## config.mk

```make
export PLATFORM = sky130hd
export DESIGN_NAME = dac_spi_writer
export DESIGN_NICKNAME = d
export VERILOG_FILES = /design/src/rtl/dac_pkg.sv /design/src/rtl/dac_sclk_gen.sv /design/src/rtl/dac_spi_writer.sv
export SDC_FILE = /design/constraint.sdc
export NUM_CORES = 1
export LEC_CHECK = 0
export ABC_AREA = 1
export BUFFER_PORTS_ARGS = -buffer_cell sky130_fd_sc_hd__buf_2
export CORE_ASPECT_RATIO = 2
export CORE_MARGIN = 4
export CORE_UTILIZATION = 50
export DETAILED_ROUTE_END_ITERATION = 12
export PLACE_DENSITY_LB_ADDON = 0.3
export SYNTH_ARGS = -nofsm -noshare
export SYNTH_HDL_FRONTEND = slang
export SYNTH_SLANG_ARGS = --single-unit
```

## constraint.sdc

```tcl
create_clock -name clock -period 1.7 [get_ports clock]
set_input_delay 0.17 -clock clock [delete_from_list [all_inputs] [get_ports clock]]
set_output_delay 0.17 -clock clock [all_outputs]
set_load 0.02 [all_outputs]
```

## src/rtl/dac_pkg.sv

```systemverilog
// Shared constants, frame commands, FSM state type and input clamp for the SPI DAC writer.
// Latency: none (declarations only).
// Backpressure: not applicable.
package dac_pkg;

  localparam int FRAME_W  = 16;
  localparam int CODE_W   = 12;
  localparam int CODE_MAX = 4095;

  // Command nibble: write-and-update, or write input register only (LDAC updates)
  localparam logic [3:0] CMD_WRITE_UPDATE = 4'b0011;
  localparam logic [3:0] CMD_WRITE_INPUT  = 4'b0000;

  typedef enum logic [1:0] {
    ST_IDLE,
    ST_LOAD,
    ST_SHIFT,
    ST_CS_HOLD
  } state_t;

  // Saturate the signed regulator output into the 12-bit DAC code range
  function automatic logic [CODE_W-1:0] clamp_code(input logic signed [31:0] v);
    if (v < 0)
      return '0;
    else if (v > CODE_MAX)
      return CODE_W'(CODE_MAX);
    else
      return v[CODE_W-1:0];
  endfunction

endpackage

```

## src/rtl/dac_sclk_gen.sv

```systemverilog
// SCLK divider: toggles sclk every CLK_DIV cycles after start, flags the edge being made.
// Latency: first rise CLK_DIV cycles after the start edge; ticks are same-cycle flags.
// Backpressure: none; clear stops the clock and returns sclk low immediately at the edge.
module dac_sclk_gen #(
  parameter int CLK_DIV = 4
) (
  input  logic       clock,
  input  logic       reset,
  input  logic       start,
  input  logic       clear,
  output logic       sclk,
  output logic       rise_tick,
  output logic       fall_tick,
  output logic [4:0] edge_cnt
);

  localparam int DW = (CLK_DIV > 1) ? $clog2(CLK_DIV) : 1;

  logic [DW-1:0] div_cnt;
  logic          running;
  logic          half_tick;

  // The current edge ends a half-period; the tick names the sclk edge it produces
  assign half_tick = running && (div_cnt == DW'(CLK_DIV - 1));
  assign rise_tick = half_tick && !sclk;
  assign fall_tick = half_tick && sclk;

  // Divider, sclk toggle and count of sclk edges made since start (32 per frame)
  always_ff @(posedge clock or posedge reset) begin
    if (reset) begin
      running  <= 1'b0;
      div_cnt  <= '0;
      sclk     <= 1'b0;
      edge_cnt <= '0;
    end else if (clear) begin
      running  <= 1'b0;
      div_cnt  <= '0;
      sclk     <= 1'b0;
      edge_cnt <= '0;
    end else if (start) begin
      running  <= 1'b1;
      div_cnt  <= '0;
      sclk     <= 1'b0;
      edge_cnt <= '0;
    end else if (running) begin
      if (half_tick) begin
        div_cnt  <= '0;
        sclk     <= ~sclk;
        edge_cnt <= edge_cnt + 5'd1;
      end else begin
        div_cnt <= div_cnt + DW'(1);
      end
    end
  end

endmodule

```

## src/rtl/dac_spi_writer.sv

```systemverilog
// SPI DAC writer: clamps each strobed sample to 12 bits, sends {CMD,code} MSB-first; DAC_LDAC_EN adds an LDAC pulse.
// Latency: CS low 2 cycles after capture, done 33*CLK_DIV+1 cycles after capture (34*CLK_DIV+1 with LDAC).
// Backpressure: none; one-deep pending slot, newest sample overwrites an unsent one and pulses overrun.
module dac_spi_writer
  import dac_pkg::*;
#(
  parameter int CLK_DIV = 4
) (
  input  logic               clock,
  input  logic               reset,
  input  logic               enable,
  input  logic signed [31:0] PIDout,
  output logic               dac_cs_n,
  output logic               dac_sclk,
  output logic               dac_mosi,
  output logic               busy,
  output logic               done,
  output logic               overrun
`ifdef DAC_LDAC_EN
  ,
  output logic               dac_ldac_n
`endif
);

`ifdef DAC_LDAC_EN
  localparam logic [3:0] CMD      = CMD_WRITE_INPUT;
  localparam int         HOLD_CYC = 2 * CLK_DIV;
`else
  localparam logic [3:0] CMD      = CMD_WRITE_UPDATE;
  localparam int         HOLD_CYC = CLK_DIV;
`endif
  localparam int HW = $clog2(HOLD_CYC);

  state_t              state;
  logic [CODE_W-1:0]   pend_code;
  logic                pend_valid;
  logic [FRAME_W-1:0]  shreg;
  logic [FRAME_W-1:0]  frame;
  logic [HW-1:0]       hold_cnt;
  logic                rise_tick;
  logic                fall_tick;
  logic [4:0]          edge_cnt;
  logic                last_fall;
  logic                sclk_start;
  logic                sclk_clear;

  assign frame      = {CMD, pend_code};
  assign last_fall  = fall_tick && (edge_cnt == 5'd31);
  assign sclk_start = (state == ST_LOAD);
  assign sclk_clear = (state == ST_SHIFT) && last_fall;

  dac_sclk_gen #(
    .CLK_DIV (CLK_DIV)
  ) u_sclk_gen (
    .clock     (clock),
    .reset     (reset),
    .start     (sclk_start),
    .clear     (sclk_clear),
    .sclk      (dac_sclk),
    .rise_tick (rise_tick),
    .fall_tick (fall_tick),
    .edge_cnt  (edge_cnt)
  );

  // Pending slot: strobe always wins over the LOAD-cycle clear; overwrite outside LOAD flags overrun
  always_ff @(posedge clock or posedge reset) begin
    if (reset) begin
      pend_code  <= '0;
      pend_valid <= 1'b0;
      overrun    <= 1'b0;
    end else begin
      overrun <= enable && pend_valid && (state != ST_LOAD);
      if (enable) begin
        pend_code  <= clamp_code(PIDout);
        pend_valid <= 1'b1;
      end else if (state == ST_LOAD) begin
        pend_valid <= 1'b0;
      end
    end
  end

  // Frame sequencer with registered pin outputs
  always_ff @(posedge clock or posedge reset) begin
    if (reset) begin
      state      <= ST_IDLE;
      dac_cs_n   <= 1'b1;
      dac_mosi   <= 1'b0;
      busy       <= 1'b0;
      done       <= 1'b0;
      shreg      <= '0;
      hold_cnt   <= '0;
`ifdef DAC_LDAC_EN
      dac_ldac_n <= 1'b1;
`endif
    end else begin
      done <= 1'b0;
      case (state)
        ST_IDLE: begin
          if (pend_valid) begin
            state <= ST_LOAD;
            busy  <= 1'b1;
          end
        end
        ST_LOAD: begin
          shreg    <= frame;
          dac_mosi <= frame[FRAME_W-1];
          dac_cs_n <= 1'b0;
          state    <= ST_SHIFT;
        end
        ST_SHIFT: begin
          // Advance after the DAC has sampled on the rise; present the next bit on the fall
          if (rise_tick)
            shreg <= {shreg[FRAME_W-2:0], 1'b0};
          if (fall_tick) begin
            if (last_fall) begin
              dac_cs_n   <= 1'b1;
              dac_mosi   <= 1'b0;
              hold_cnt   <= '0;
              state      <= ST_CS_HOLD;
`ifdef DAC_LDAC_EN
              dac_ldac_n <= 1'b0;
`endif
            end else begin
              dac_mosi <= shreg[FRAME_W-1];
            end
          end
        end
        ST_CS_HOLD: begin
          hold_cnt <= hold_cnt + HW'(1);
`ifdef DAC_LDAC_EN
          if (hold_cnt == HW'(CLK_DIV - 1))
            dac_ldac_n <= 1'b1;
`endif
          if (hold_cnt == HW'(HOLD_CYC - 2))
            done <= 1'b1;
          if (hold_cnt == HW'(HOLD_CYC - 1)) begin
            state <= ST_IDLE;
            busy  <= 1'b0;
          end
        end
        default: state <= ST_IDLE;
      endcase
    end
  end

endmodule

```

==> results of run 1 <==
logic make-up after synthesis:
logic type,after synthesis,synth area share (%)
AND/OR/NAND/NOR,157,28.9
flip-flops,47,49.2
buffers and inverters,43,8.16
AO/OA/AOI/OAI,26,8.27
adder cells (fa/ha/maj),9,4.71
XOR/XNOR,2,0.733
cells in the mapped netlist, drive strengths merged:
cell / n / area (sq um)
nand2: 95 / 389
dfrtp: 46 / 1150
nor2: 38 / 150
inv: 33 / 129
nand4: 13 / 81.3
a31oi: 11 / 119
ha: 9 / 113
buf: 8 / 58.8
a21oi: 7 / 35.0
nand3: 6 / 42.5
o21ai: 6 / 30.0
nor3: 3 / 15.0
clkbuf: 2 / 7.51
xor2: 2 / 17.5
a22oi: 1 / 7.51
and2: 1 / 6.26
dfstp: 1 / 26.3
o22ai: 1 / 6.26
or2: 1 / 6.26
through the flow:
stage	instance area, sq um	hold slack, ps	TNS [ps]	cells	util (%)
finish	2780	11.9	0	385	59.9
floorplan	2390	344	0	284	-
global route	2780	68.5	-23.0	385	59.9
CTS	2770	24.9	0	385	59.6
detailed placement	2670	352	0	377	57.4
global placement	2670	346	0	377	57.4
flip-flops by register name (all words and copies together) (netlist names):
| register | flops |
|---|---|
| dac_cs_n | 1 |
| shreg | 16 |
| u_sclk_gen.sclk | 1 |
| dac_mosi | 1 |
| hold_cnt | 2 |
| pend_code | 12 |
| overrun | 1 |
| u_sclk_gen.div_cnt | 2 |
| busy | 1 |
| pend_valid | 1 |
| state | 2 |
| u_sclk_gen.running | 1 |
| u_sclk_gen.edge_cnt | 5 |
| done | 1 |
worst register-to-register path: stages (launching register included):
cell,delay (ps)
dfrtp_1,390
inv_1,80
ha_1,240
inv_4,120
nand2_1,140
nand2_4,170
buf_4,160
nor2_1,40
a31oi_1,150
layout by cell type, fill, tap and decap left out, types with 4 or more instances in the layout:
master | synthesis | layout
a21oi_1 | 7 | 7
a31oi_2 | 8 | 8
buf_2 | 5 | 40
buf_4 | 0 | 7
clkbuf_8 | 0 | 7
dfrtp_1 | 46 | 46
ha_1 | 9 | 8
inv_1 | 31 | 30
nand2_1 | 88 | 88
nand2_4 | 3 | 4
nand3_1 | 5 | 5
nand4_1 | 13 | 13
nor2_1 | 37 | 37
o21ai_0 | 6 | 5
power breakdown:
part	internal (mW)	total, mW	switching (mW)
Combinational	0.0629	0.143	0.0802
Sequential	1.16	1.19	0.0234
Clock	0.371	0.722	0.351
metal layers:
metal  wire [um]  track usage [%]  share of wire, %
met1        1650             17.2                37
met2        2550             31.3                57
met3         176             2.57               3.9
met4          89             6.97               2.0
met5           0                0                 0
how the worst max path moves through the flow:
stage	from	end	slack, ps
5_1_grt	u_sclk_gen.edge_cnt[0]$_DFFE_PP0P_	hold_cnt[0]$_DFFE_PP0P_	-10
2_1_floorplan	state[0]$_DFFE_PP0P_	shreg[3]$_DFFE_PP0P_	280
3_3_place_gp	u_sclk_gen.edge_cnt[0]$_DFFE_PP0P_	u_sclk_gen.sclk$_DFFE_PP0P_	130
3_5_place_dp	u_sclk_gen.edge_cnt[0]$_DFFE_PP0P_	u_sclk_gen.sclk$_DFFE_PP0P_	110
4_1_cts	u_sclk_gen.edge_cnt[0]$_DFFE_PP0P_	u_sclk_gen.sclk$_DFFE_PP0P_	80
6_report	state[0]$_DFFE_PP0P_	shreg[9]$_DFFE_PP0P_	150
layout make-up:
| cell class | instances | share of cell area (%) |
|---|---|---|
| clock buffers | 8 | 3.60 |
| inverters | 33 | 4.64 |
| multi-input cells | 194 | 37.1 |
| flip-flops and latches | 47 | 42.4 |
| well taps | 55 | 2.48 |
| repair buffers | 48 | 9.82 |
repair_timing:
action,4_1_cts,5_1_grt
hold buffers,0,0
endpoints found under the setup margin,0,7
gates resized for setup,0,4
buffers inserted,0,0
==> flow_summary.ini, run 1 <==
[clock_tree]
cts_buffers = 5
h-tree-depth = 2
cts.clk_slew.worst_paths_ps = 80
ctsRootBufferMaster = clkbuf_8
cts_sinks = 47
clk_latency_ps = 300
cts_tree = yes
cts_buffer_depth = 2

[sta]
fin_ws_ps = 147
fin_skew_ps = 7.42
final_max_slew_viol_count = 0
period_needed_ps = 1550
max_freq_mhz = 644
finalCritPeriodShare_pct = 91.4
hold_viol_final = 0
slew_headroom_pct = 52.8
tightestPinTransition_ps = 705
setup_viol = 0

[global_route]
grt_overflow = 0
grt_pass1_wl_um = 8070
grt_max_degree = 48
grt_usage_pct = 16.5
antenna_found_initial = 0
grt_pass1_vias = 1969

[placement]
place_ws_ps = 114
hpwl_um = 3400
io_buffers = 40
gp_congestion = 0.763

[power]
power_density_mw_per_mm2 = 738
max-vdd-ir-drop_mv = 0.460
power_mw = 2.05
cellLeakagePower_nw = 1.42

[yosys]
yosysSeqAreaShare_pct = 49.2
netlist_area_sq_mm = 0.00239
synth_cells = 284
postSynthAreaPerCell_sq_um = 8.42
synth.distinct_cells = 26
yosysWarnings = 0
ys_ff_latch = 47
synth_nets = 328

[job]
maxCapViolCount = 0

[run_status]
outcome = finished clean

[cells_and_area]
drive_gt1_share_pct = 23.3
nets = 373
antenna_cells = 0
multi_input_area_sq_mm = 0.00103
seq_area_sq_mm = 0.00118
nFillCells = 441
area_growth_pct = 16.2

[route]
drt-pass1-iter-count = 4
final_antenna_net_count = 0
via_per_inst = 4.97
drt_iter0_drc = 54
wl_per_cell_um = 11.6
dr_total_vias = 1913
route.detailed.drc = 0
wl_um = 4460

[floorplan]
die_h_um = 106
die_w_um = 56.9
core-area_sq_mm = 0.00464
num_io_pins = 41
rows = 35
start_util_pct = 51.5
dieArea_sq_mm = 0.00602

[setup_path]
slowest_delay_ps = 390
end_kind = register
startpoint_type = register
cp_cell_sequence = inv_1 > ha_1 > inv_4 > nand2_1 > nand2_4 > buf_4 > nor2_1 > a31oi_1
worst-path-buf-inv = 3
rrSetupSlack_ps = 150
critical_path_class = reg -> reg
cp_max_fo = 10
required_ps = 1920
r2r_end = shreg[9]$_DFFE_PP0P_
cpLargestDelayFamily = flip-flops
arrival_ps = 1770
rr_worst_depth = 8
r2r-start = state[0]$_DFFE_PP0P_
crit_cells = 8
critPathSlowestCell = dfrtp_1

[min_path]
hold_class = in -> async
No activity file was read; power rests on OpenSTA's default activity.
==> run 2: changes to the inputs <==
--- a/config.mk
+++ b/config.mk
@@ -7,3 +7,2 @@
 export LEC_CHECK = 0
-export ABC_AREA = 1
 export BUFFER_PORTS_ARGS = -buffer_cell sky130_fd_sc_hd__buf_2
==> constraint.sdc (replaced) <==
create_clock -name clock -period 1.7 [get_ports clock]
set_input_delay 0.34 -clock clock [delete_from_list [all_inputs] [get_ports clock]]
set_output_delay 0.34 -clock clock [all_outputs]
set_load 0.02 [all_outputs]
==> flow_summary.ini, run 2 <==
[global_route]
antenna_found_initial = 0
grt_overflow = 0
grt_max_degree = 48
grt_usage_pct = 16.7
use_met1_pct = 15.7
grt_pass1_vias = 1861
met2_usage_pct = 33.4
busiest_layer = met2
grt_pass1_wl_um = 7820
use_met3_pct = 2.37

[cells_and_area]
seq_area_sq_mm = 0.00118
antenna_cells = 0
instances_no_fill = 323
top_register = shreg
drive_gt1_share_pct = 40.5
nFillCells = 349
area_growth_pct = 25.2
multi_input_area_sq_mm = 0.00104
largest_reg_flops = 16
final_util_pct = 65.6
top_regs = shreg (16), pend_code (12), u_sclk_gen.edge_cnt (5)
final_common_cell = dfrtp_1
nets = 312
final_cell_mix = dfrtp_1 (46), buf_2 (40), mux2_2 (22)

[sta]
period_needed_ps = 1710
hold_viol_final = 0
fin_skew_ps = 2.57
hold_slack_ps = 61.4
tightestPinTransition_ps = 428
finalCritPeriodShare_pct = 101
fin_ws_ps = -8.98
max_freq_mhz = 585
rsz0062_at_grt = yes
setup_viol = 1
final_max_slew_viol_count = 0
slew_headroom_pct = 71.4

[yosys]
synth.most_common_cell = dfrtp_1
synth_edf_count = 0
synth_cells = 208
synth_flop_cell = dfrtp_1
yosys-top-cells-area = dfrtp_1 (50%), mux2_2 (11%), ha_1 (4.9%)
ys_ff_latch = 47
postSynthAreaPerCell_sq_um = 11.0
yosysWarnings = 0
synth_top_area_share_pct = 50.1
yosysSeqAreaShare_pct = 51.3
ys_top_cells_by_count = dfrtp_1 (46), mux2_2 (23), inv_1 (21)
synth.distinct_cells = 38
synth_nets = 252
netlist_area_sq_mm = 0.00230
synthArstFlopShare_pct = 100
synth_top_area_cell = dfrtp_1

[clock_tree]
cts_tree = yes
hold_buffers = 0
clk_latency_ps = 290
cts_buffers = 5
cts_buffer_depth = 2
cts_sinks = 47
h-tree-depth = 2
cts.clk_slew.worst_paths_ps = 80
ctsRootBufferMaster = clkbuf_8

[power]
switching_share_pct = 22.0
max-vdd-ir-drop_mv = 0.492
power_density_mw_per_mm2 = 720
power_frac_clock_pct = 35.1
power_switching_uw = 455
p_seq_share_pct = 57.4
cellLeakagePower_nw = 1.44
intPower_mw = 1.62
power_frac_comb_pct = 7.5

[setup_path]
critical_path_class = reg -> reg
cpLargestDelayFamily = flip-flops
cp_cell_sequence = ha_2 > and3_4 > ha_4 > nand4_1 > a221oi_2 > mux2_4
endpoint = state[1]$_DFFE_PP0P_
crit_cells = 6
r2r-start = u_sclk_gen.edge_cnt[0]$_DFFE_PP0P_
arrival_ps = 1890
rr_worst_depth = 6
startpoint_type = register
r2r_end = state[1]$_DFFE_PP0P_
worst-path-buf-inv = 0
rrSetupSlack_ps = -9
slowest_delay_ps = 360
required_ps = 1880
cp-startpoint = u_sclk_gen.edge_cnt[0]$_DFFE_PP0P_
cp_max_fo = 2
critPathSlowestCell = dfrtp_1
end_kind = register

[route]
drt_iter0_drc = 38
drt-pass1-iter-count = 4
dr_total_vias = 1765
wl_per_cell_um = 14.5
via_per_inst = 5.46
final_antenna_net_count = 0
route.detailed.drc = 0
wl_um = 4680

[placement]
gp_congestion = 0.765
numPlacedInstances = 312
io_buffers = 40
hpwl_um = 3470

[run_status]
outcome = finished, violations left
violations = negative setup slack

[job]
maxCapViolCount = 0

[min_path]
hold_class = in -> async

[floorplan]
dieArea_sq_mm = 0.00581
die_h_um = 104
die_w_um = 55.9
core-area_sq_mm = 0.00438
rows = 34
num_io_pins = 41
start_util_pct = 52.4
run 2: changes by cell type in the layout (fill, tap and decap cells not counted), moves of 4 or more:
| cell | delta |
|---|---|
| nand2_1 | -82 |
| nor2_1 | -26 |
| mux2_2 | +22 |
| buf_4 | +14 |
| nand4_1 | -12 |
| inv_1 | -10 |
| a21oi_1 | +9 |
| a31oi_1 | +9 |
| a31oi_2 | -8 |
| mux2i_1 | +6 |
| nand2_4 | -4 |
run 2: worst min-delay path by stage:
stage	endpoint	slack, ps	cells past startpoint
floorplan	shreg[15]$_DFFE_PP0P_	460	1
global placement	hold_cnt[1]$_DFFE_PP0P_	390	3
detailed placement	hold_cnt[1]$_DFFE_PP0P_	400	3
CTS	shreg[8]$_DFFE_PP0P_	80	3
global route	shreg[8]$_DFFE_PP0P_	100	3
finish	hold_cnt[1]$_DFFE_PP0P_	60	3
run 2: timing repair:
action	CTS	global route
setup endpoints to repair	1	18
gates resized for setup	4	8
setup buffers	3	1
pin swaps	3	5
run 2: power by group through the flow:
stage	Sequential [mW]	Clock [mW]	Combinational, mW
4_1_cts	1.19	0.740	0.159
2_1_floorplan	1.21	0	0.0860
3_3_place_gp	1.21	0	0.154
6_report	1.19	0.726	0.155
3_5_place_dp	1.21	0	0.158
5_1_grt	1.20	0.782	0.178
run 2: tightest hold or removal path, delay by kind of cell:
kind,cells,cell delay [ps]
buffers and inverters,3,390
run 2: cell families after synthesis:
kind of cell,after synthesis,share of synthesized area [%]
compound gates,49,13.3
flops,47,51.3
simple gates,40,9.86
buf+inv,32,5.99
mux,29,13.9
fa+ha+maj,9,4.90
xor+xnor,2,0.763
run 2: layout make-up:
type                            instances  share of cell area, %
Timing Repair Buffer                   64                   14.2
Inverter                               21                   2.74
Tap cell                               54                   2.35
Clock buffer                            8                   3.48
Sequential cell                        47                   41.0
Multi-Input combinational cell        129                   36.2
run 2: through the flow:
stage / TNS, ps / setup WS [ps] / instance area (sq um) / power, mW
floorplan: -38.8 / -38.8 / 2300 / 1.29
global placement: 0 / 14.5 / 2690 / 1.36
detailed placement: -24.7 / -24.7 / 2690 / 1.37
CTS: -29.2 / -29.2 / 2840 / 2.09
global route: -152 / -89.1 / 2870 / 2.16
finish: -8.98 / -8.98 / 2870 / 2.07
run 2: per-layer routing:
metal	part of all wire, %	routed length [um]	vias up
met4	2.3	107	0
met5	0	0	-
li1	-	-	850
met1	35	1650	861
met2	59	2750	45
met3	3.8	177	9
